## config.mk

```make
export PLATFORM = sky130hd
export DESIGN_NAME = jtpopeye_dwnld
export DESIGN_NICKNAME = d
export VERILOG_FILES = /design/src/rtl/jtpopeye_pkg.sv /design/src/rtl/jtpopeye_dwnld_dec.sv /design/src/rtl/jtpopeye_dwnld.sv
export SDC_FILE = /design/constraint.sdc
export NUM_CORES = 1
export LEC_CHECK = 0
export ABC_CLOCK_PERIOD_IN_PS = 6350
export BUFFER_PORTS_ARGS = -buffer_cell sky130_fd_sc_hd__buf_2
export CORE_UTILIZATION = 50
export CTS_CLUSTER_SIZE = 16
export DETAILED_ROUTE_END_ITERATION = 12
export PLACE_DENSITY_LB_ADDON = 0.12
export SKIP_CTS_REPAIR_TIMING = 1
export SLEW_MARGIN = 20
export SYNTH_ARGS = -nofsm -noshare
export SYNTH_HDL_FRONTEND = slang
export SYNTH_SLANG_ARGS = --single-unit
```

## constraint.sdc

```tcl
create_clock -name clk -period 6.35 [get_ports clk]
set_input_delay 0.635 -clock clk [delete_from_list [all_inputs] [get_ports clk]]
set_output_delay 0.635 -clock clk [all_outputs]
set_load 0.02 [all_outputs]
```

## src/rtl/jtpopeye_pkg.sv

```systemverilog
// Shared types and constants for the Popeye ROM download path.
package jtpopeye_pkg;

  typedef enum logic [2:0] {
    ST_IDLE,
    ST_LOAD,
    ST_DRAIN,
    ST_HOLD,
    ST_READY
  } dwnld_st_t;

  localparam logic [1:0] RGN_MAIN = 2'd0;
  localparam logic [1:0] RGN_CHAR = 2'd1;
  localparam logic [1:0] RGN_OBJ  = 2'd2;
  localparam logic [1:0] RGN_PROM = 2'd3;

  localparam logic [16:0] DEF_CHAR_START = 17'h08000;
  localparam logic [16:0] DEF_OBJ_START  = 17'h08800;
  localparam logic [16:0] DEF_PROM_START = 17'h10800;
  localparam logic [16:0] DEF_ROM_END    = 17'h10A40;

endpackage

```

## src/rtl/jtpopeye_dwnld_dec.sv

```systemverilog
// Combinational ioctl address -> (region, local offset, out-of-range) decoder.
module jtpopeye_dwnld_dec
  import jtpopeye_pkg::*;
#(
  parameter logic [16:0] CHAR_START = DEF_CHAR_START,
  parameter logic [16:0] OBJ_START  = DEF_OBJ_START,
  parameter logic [16:0] PROM_START = DEF_PROM_START,
  parameter logic [16:0] ROM_END    = DEF_ROM_END
) (
  input  logic [21:0] addr,
  output logic [1:0]  rgn,
  output logic [14:0] offset,
  output logic        oor
);

  logic [16:0] base;

  always_comb begin
    rgn  = RGN_MAIN;
    base = '0;
    oor  = 1'b0;
    if (addr[21:17] != 5'd0) begin
      oor = 1'b1;
    end else if (addr[16:0] < CHAR_START) begin
      rgn  = RGN_MAIN;
      base = '0;
    end else if (addr[16:0] < OBJ_START) begin
      rgn  = RGN_CHAR;
      base = CHAR_START;
    end else if (addr[16:0] < PROM_START) begin
      rgn  = RGN_OBJ;
      base = OBJ_START;
    end else if (addr[16:0] < ROM_END) begin
      rgn  = RGN_PROM;
      base = PROM_START;
    end else begin
      oor = 1'b1;
    end
    offset = 15'(addr[16:0] - base);
  end

endmodule

```

## src/rtl/jtpopeye_dwnld.sv

```systemverilog
// ROM download sequencer: ioctl byte stream -> per-region write strobes,
// byte count/checksum, and game reset held until the image has settled.
module jtpopeye_dwnld
  import jtpopeye_pkg::*;
#(
  parameter logic [16:0] CHAR_START = DEF_CHAR_START,
  parameter logic [16:0] OBJ_START  = DEF_OBJ_START,
  parameter logic [16:0] PROM_START = DEF_PROM_START,
  parameter logic [16:0] ROM_END    = DEF_ROM_END,
  parameter int          RST_HOLD   = 256
) (
  input  logic        clk,
  input  logic        rst,
  input  logic        downloading,
  input  logic [21:0] ioctl_addr,
  input  logic [7:0]  ioctl_data,
  input  logic        ioctl_wr,
  output logic [7:0]  prog_data,
  output logic [14:0] prog_addr,
  output logic [3:0]  prog_we,
  output logic        game_rst,
  output logic        busy,
  output logic        err,
  output logic [16:0] byte_cnt,
  output logic [15:0] checksum
);

  localparam int HW = $clog2(RST_HOLD + 1);

  dwnld_st_t   state, nxt;
  logic        wr_last;
  logic        accept;
  logic [HW-1:0] hold_cnt;
  logic [1:0]  rgn;
  logic [14:0] offset;
  logic        oor;

  jtpopeye_dwnld_dec #(
    .CHAR_START (CHAR_START),
    .OBJ_START  (OBJ_START),
    .PROM_START (PROM_START),
    .ROM_END    (ROM_END)
  ) u_dec (
    .addr   (ioctl_addr),
    .rgn    (rgn),
    .offset (offset),
    .oor    (oor)
  );

  // Only a 0->1 transition of the write level counts, so a held wr is one byte.
  assign accept = (state == ST_LOAD) && ioctl_wr && !wr_last;

  always_comb begin
    nxt = state;
    case (state)
      ST_IDLE:  if (downloading) nxt = ST_LOAD;
      ST_LOAD:  if (!downloading) nxt = ST_DRAIN;
      ST_DRAIN: nxt = ST_HOLD;
      ST_HOLD:  if (hold_cnt == HW'(RST_HOLD - 1)) nxt = ST_READY;
      ST_READY: if (downloading) nxt = ST_LOAD;
      default:  nxt = ST_IDLE;
    endcase
  end

  assign game_rst = (state != ST_READY);
  assign busy     = (state != ST_IDLE) && (state != ST_READY);

  always_ff @(posedge clk) begin
    if (rst) begin
      state     <= ST_IDLE;
      wr_last   <= 1'b0;
      hold_cnt  <= '0;
      prog_we   <= '0;
      prog_addr <= '0;
      prog_data <= '0;
      err       <= 1'b0;
      byte_cnt  <= '0;
      checksum  <= '0;
    end else begin
      state   <= nxt;
      wr_last <= ioctl_wr;
      prog_we <= '0;
      if (nxt == ST_LOAD && state != ST_LOAD) begin
        byte_cnt <= '0;
        checksum <= '0;
        err      <= 1'b0;
      end
      if (accept) begin
        if (oor) begin
          err <= 1'b1;
        end else begin
          prog_we   <= 4'b0001 << rgn;
          prog_addr <= offset;
          prog_data <= ioctl_data;
          byte_cnt  <= byte_cnt + 17'd1;
          checksum  <= checksum + {8'd0, ioctl_data};
        end
      end
      // Last byte has landed by the DRAIN cycle, so the length check goes here.
      if (state == ST_DRAIN) begin
        hold_cnt <= '0;
        if (byte_cnt != ROM_END) err <= 1'b1;
      end else if (state == ST_HOLD) begin
        hold_cnt <= hold_cnt + HW'(1);
      end
    end
  end

endmodule

```

## Yosys cells after proc, flatten, opt, wreduce, memory -nomap -nowiden

Cells that the tools add are included.

| operators by class | value |
|---|---|
| $add $sub $neg | 4 |
| magnitude comparators | 4 |
| equal/unequal tests | 9 |
| shifts and indexed selects | 1 |
| mux-type cells | 30 |
| bitwise operators | 2 |
| reduce and logical (&&, ||, !) cells | 12 |

Operators by type and width:

| cell | number |
|---|---|
| $mux 15 | 4 |
| $mux 17 | 3 |
| $mux 16 | 3 |
| $lt 17x16->1 const B | 2 |
| $lt 17x17->1 const B | 2 |
| $add 17x1->17 const B | 1 |
| $ne 17x17->1 const B | 1 |
| $add 16x8->16 | 1 |
| $sub 15x15->15 | 1 |
| $mux 12 | 1 |
| $pmux 3 s4 | 1 |
| $mux 1 | 10 |
| $mux 2 | 5 |
| $add 9x1->9 const B | 1 |
| $eq 9x8->1 const B | 1 |
| $mux 3 | 3 |
| $eq 3x1->1 const B | 2 |
| $eq 3x2->1 const B | 2 |
| $reduce_bool 5->1 | 1 |
| $logic_and 1x1->1 | 4 |
| $reduce_or 2->1 | 2 |
| $shl 1x2->4 const A | 1 |
| $eq 3x3->1 const B | 1 |
| $logic_not 3->1 | 1 |
| 7 further kinds | 8 |

| word-level totals | value |
|---|---|
| flip-flop bits (word level) | 74 |
| input port bits | 34 |
| output and inout port bits | 63 |
| logic and storage cells | 71 |

## Logic depth before layout (Yosys ltp)

| depth | value |
|---|---|
| depth after elaboration | 10 |
| mapped depth | 9 |
| gate-level depth less buffers | 8 |

## Hierarchy

Synthesis repeated with hierarchy kept, for this count alone.

| unflattened totals | value |
|---|---|
| cells, all modules | 438 |
| area total of the unflattened synthesis | 3593.4 um^2 |

By module, submodules not included:

| module | times used | cells each | area an instance (um^2) | seq. area each (um^2) |
|---|---|---|---|---|
| jtpopeye_dwnld | 1 | 398 | 3324.4 | 1481.4 |
| jtpopeye_dwnld_dec | 1 | 40 | 269.0 | 0.0 |

## Worst setup path before layout

Ideal clock, no wire load.

| timing | value |
|---|---|
| path type | input port to flip-flop |
| start point | in ioctl_wr |
| end point | reg byte_cnt[14] |
| library setup time | 71 ps |
| data arrival time | 2340 ps |
| data required time | 6279 ps |
| path slack | 3940 ps |
| cell stages on the path | 7 |
| buffers on the path | 2 |
| cells stage by stage | nand2_1 -> or4_1 -> buf_2 -> or3_4 -> buf_6 -> or4_1 -> a21oi_1 |

| on the way | value |
|---|---|
| longest elaborated chain between the ends | 3 |

Ends and longest elaborated chain:

| item | line | text |
|---|---|---|
| start, declared | jtpopeye_dwnld.sv:17 | `input logic ioctl_wr,` |
| $logic_and 1x1->1 (2 in series) | jtpopeye_dwnld.sv:51 | `assign accept = (state == ST_LOAD) && ioctl_wr && !wr_last;` |
| $mux 17 | jtpopeye_dwnld.sv:88 | `if (accept) begin` |
| end signal, assigned | jtpopeye_dwnld.sv:95 | `byte_cnt <= byte_cnt + 17'd1;` |
| end, declared | jtpopeye_dwnld.sv:24 | `output logic [16:0] byte_cnt,` |

Every way passes these cells.
A chain may end at the register's enable or synchronous reset.

## Worst setup path in the final report

| timing | value |
|---|---|
| start point | reg state[0] |
| end point | reg checksum[9] |

| on the way | value |
|---|---|
| longest elaborated chain between the ends | 8 |
| elaborated cells on any way between the ends | 18 |
| those cells by class | eq/ne: 6; mux: 7; reduce/logical: 5 |

Ends and longest elaborated chain:

| item | line | text |
|---|---|---|
| start, declared | jtpopeye_dwnld.sv:30 | `dwnld_st_t state, nxt;` |
| start signal, assigned | jtpopeye_dwnld.sv:80 | `state <= nxt;` |
| $eq 3x3->1 or $logic_not 3->1 (tied branches) | jtpopeye_dwnld.sv:55 | `case (state)` |
| $reduce_or 2->1 (no line) | n/a |  |
| $pmux 3 s4 | jtpopeye_dwnld.sv:55 |  |
| $eq 3x1->1 | jtpopeye_dwnld.sv:83 | `if (nxt == ST_LOAD && state != ST_LOAD) begin` |
| $logic_and 1x1->1 | jtpopeye_dwnld.sv:83 |  |
| $mux 16 | jtpopeye_dwnld.sv:83 |  |
| $mux 16 | jtpopeye_dwnld.sv:89 | `if (oor) begin` |
| $mux 16 * | jtpopeye_dwnld.sv:88 |  |
| end signal, assigned | jtpopeye_dwnld.sv:96 | `checksum <= checksum + {8'd0, ioctl_data};` |
| end, declared | jtpopeye_dwnld.sv:25 | `output logic [15:0] checksum` |

Mark *: on every way between the ends. The rest lies on a longest branch, timed or not.

==> impl_metrics.json <==
{
  "status": "completed",
  "critical_path_class": "reg2reg",
  "layout_commonest_cell": "buf_2",
  "clock_sinks": 74,
  "syn_nets": 496,
  "p_leak_nw": 1.71,
  "min_period_ns": 2.72,
  "cts-root-buf": "clkbuf_8",
  "seqCellArea_um2": 1480,
  "grt_overflow": 0,
  "nFillCells": 661,
  "synth_edf_count": 0,
  "peakVddDrop_mv": 0.123,
  "maxCapViolations": 0,
  "yosysUniqueCellTypes": 50,
  "drc": 0,
  "drive_above_1_share_pct": 21.6,
  "rows": 30,
  "multi_input_area_um2": 1950,
  "h-tree-depth": 3,
  "fin_skew_ns": 0.00913,
  "pwr-share-clk_pct": 41.9,
  "arrival_ns": 2.97,
  "grt_pass1_vias": 3010,
  "antenna_cells": 0,
  "synthFlopType": "dfxtp_1",
  "async_reset_ff_share_pct": 0,
  "place_hpwl_um": 5960,
  "seq_area_frac_synth_pct": 41.2,
  "fin_setup_tns_ns": 0,
  "avgSynthCellArea_um2": 8.04,
  "netlist_area_um2": 3590,
  "grt_pass1_wl_um": 14000,
  "max_freq_mhz": 367,
  "rsz0062_at_grt": "no",
  "ios": 97,
  "syn2layout_area_growth_pct": 20.0,
  "grt_max_degree": 51,
  "grt.total_usage_pct": 23.5,
  "first_iter_violations": 193,
  "dieArea_um2": 7530,
  "finalMaxSlewViolations": 0,
  "cts_buffer_depth": 2,
  "fin_crit_sh_pct": 42.9,
  "setup_ws_ns": 3.63,
  "synthCells": 447,
  "drtPass1Iterations": 4,
  "hold_viol_final": 0,
  "end_kind": "register",
  "drtAntennaViolNets": 0,
  "setup_viol": 0,
  "dp_worst_setup_slack_ns": 3.43,
  "post_drt_wl_per_cell_um": 13.4,
  "hold_path_class": "reg2reg",
  "slew_headroom_pct": 39.8,
  "finalWirelength_um": 8460,
  "portBuffers": 96,
  "pwr-share-seq_pct": 52.2,
  "yosysWarnings": 0,
  "core_um2": 6870,
  "switching_share_pct": 22.5,
  "share_comb_of_total_power_pct": 5.8,
  "tightest_slew_ns": 0.902,
  "gp_congestion": 0.799,
  "path_clk_slew_ns": 0.07,
  "dieWidth_um": 86.8,
  "vias": 3450,
  "switchingPower_w": 0.000202,
  "critPathLaunchType": "register",
  "avgViaCountPerCell": 5.46,
  "cts_inserted_buffers": 9,
  "required_ns": 6.60,
  "clkLatencyLatePin_ns": 0.34,
  "finish.net_count": 581,
  "cts_tree": "yes",
  "pwr_density_cell_nw_per_um2": 208,
  "intPower_w": 0.000696,
  "critPathMaxFanout": 47,
  "ys_seq_elements": 74,
  "grt_antenna_before_repair": 0,
  "start_util_pct": 52.3,
  "die_h_um": 86.8,
  "layout_common_cells": "96 x buf_2, 74 x dfxtp_1, 70 x nand2_1"
}
==> cell families after synthesis <==
family / after synthesis / synth area share [%]
compound gates: 110 / 17.9
xor+xnor: 12 / 2.92
fa+ha+maj: 15 / 5.43
buf+inv: 40 / 4.56
flops: 74 / 41.2
mux: 4 / 1.15
simple gates: 192 / 26.8
==> routing by layer <==
layer / global-route usage [%] / share of wire [%]
met4: 7.42 / 1.7
met3: 6.95 / 6.4
met2: 37.2 / 46
met1: 30.7 / 46
met5: 0 / 0
==> cells in the mapped netlist (2+ instances only) <==
| cell | number | area share (%) |
|---|---|---|
| o31ai_1 | 7 | 1.5 |
| ha_1 | 14 | 4.9 |
| xnor2_1 | 8 | 1.9 |
| nor4_1 | 3 | 0.52 |
| o311ai_1 | 2 | 0.49 |
| xor2_1 | 4 | 0.97 |
| dfxtp_1 | 74 | 41 |
| a22oi_1 | 2 | 0.42 |
| or2_2 | 2 | 0.35 |
| clkbuf_1 | 15 | 1.6 |
| o211ai_1 | 3 | 0.63 |
| a2111oi_0 | 2 | 0.49 |
| nand2_1 | 70 | 7.3 |
| nand4_1 | 9 | 1.6 |
| nand3b_1 | 4 | 0.84 |
| nand3_1 | 24 | 3.3 |
| o21ai_0 | 18 | 2.5 |
| nor2_1 | 29 | 3.0 |
| buf_1 | 2 | 0.21 |
| o21ai_1 | 3 | 0.42 |
| inv_1 | 17 | 1.8 |
| a21oi_1 | 57 | 7.9 |
| buf_2 | 5 | 0.70 |
| a211oi_1 | 8 | 1.7 |
| or4_1 | 9 | 1.9 |
| and3_1 | 2 | 0.35 |
| nor2b_1 | 5 | 0.87 |
| nor4b_1 | 4 | 0.97 |
| or3_1 | 10 | 1.7 |
| mux2i_1 | 3 | 0.84 |
| nand2b_1 | 6 | 1.0 |
| nor3_1 | 8 | 1.1 |
==> critical path, stage by stage, from the launching register on <==
cell and delay [ns]:
dfxtp_1 0.58, nand2_1 0.08, or4_1 0.57, or3_4 0.67, or4b_1 0.57, a21oi_1 0.15
==> power groups by stage <==
stage | sequential [W] | clock [W] | combinational, W
3_3_place_gp | 0.000480 | 0 | 0.0000514
4_1_cts | 0.000469 | 0.000385 | 0.0000523
2_1_floorplan | 0.000479 | 0 | 0.0000311
3_5_place_dp | 0.000480 | 0 | 0.0000518
6_report | 0.000469 | 0.000377 | 0.0000522
5_1_grt | 0.000470 | 0.000404 | 0.0000585
==> registers in the layout, summed over array words and instances (netlist names) <==
register,count
byte_cnt,17
checksum,16
err,1
hold_cnt,9
prog_addr,15
prog_data,8
prog_we,4
state,3
wr_last,1
==> cell type report <==
class	instances	share of cell area, %
sequential	74	34.4
multi-input combinational	333	45.3
clock inverter	2	0.813
clock buffer	13	3.92
tap	96	2.79
timing repair buffer	97	11.3
inverter	17	1.48
==> through the flow <==
step	hold WS [ns]	utilization [%]	area, um2	total power, W	std cells
2_1_floorplan	0.432	-	3590	0.000511	447
3_3_place_gp	0.440	59.8	4110	0.000531	617
3_5_place_dp	0.447	59.8	4110	0.000532	617
4_1_cts	0.458	62.8	4310	0.000906	632
5_1_grt	0.472	62.8	4310	0.000932	632
6_report	0.456	62.8	4310	0.000898	632
==> path summary, 6_finish.rpt <==
check                            start                        end  slack (ns)  cells after the start
max                state[0]$_SDFF_PP0_     checksum[9]$_SDFF_PP0_        3.63                      5
min          prog_data[1]$_SDFFE_PP0P_  prog_data[1]$_SDFFE_PP0P_        0.46                      2
max reg2reg        state[0]$_SDFF_PP0_     checksum[9]$_SDFF_PP0_        3.63                      5
min reg2reg  prog_data[1]$_SDFFE_PP0P_  prog_data[1]$_SDFFE_PP0P_        0.46                      2
(Power assumes the default switching activity.)
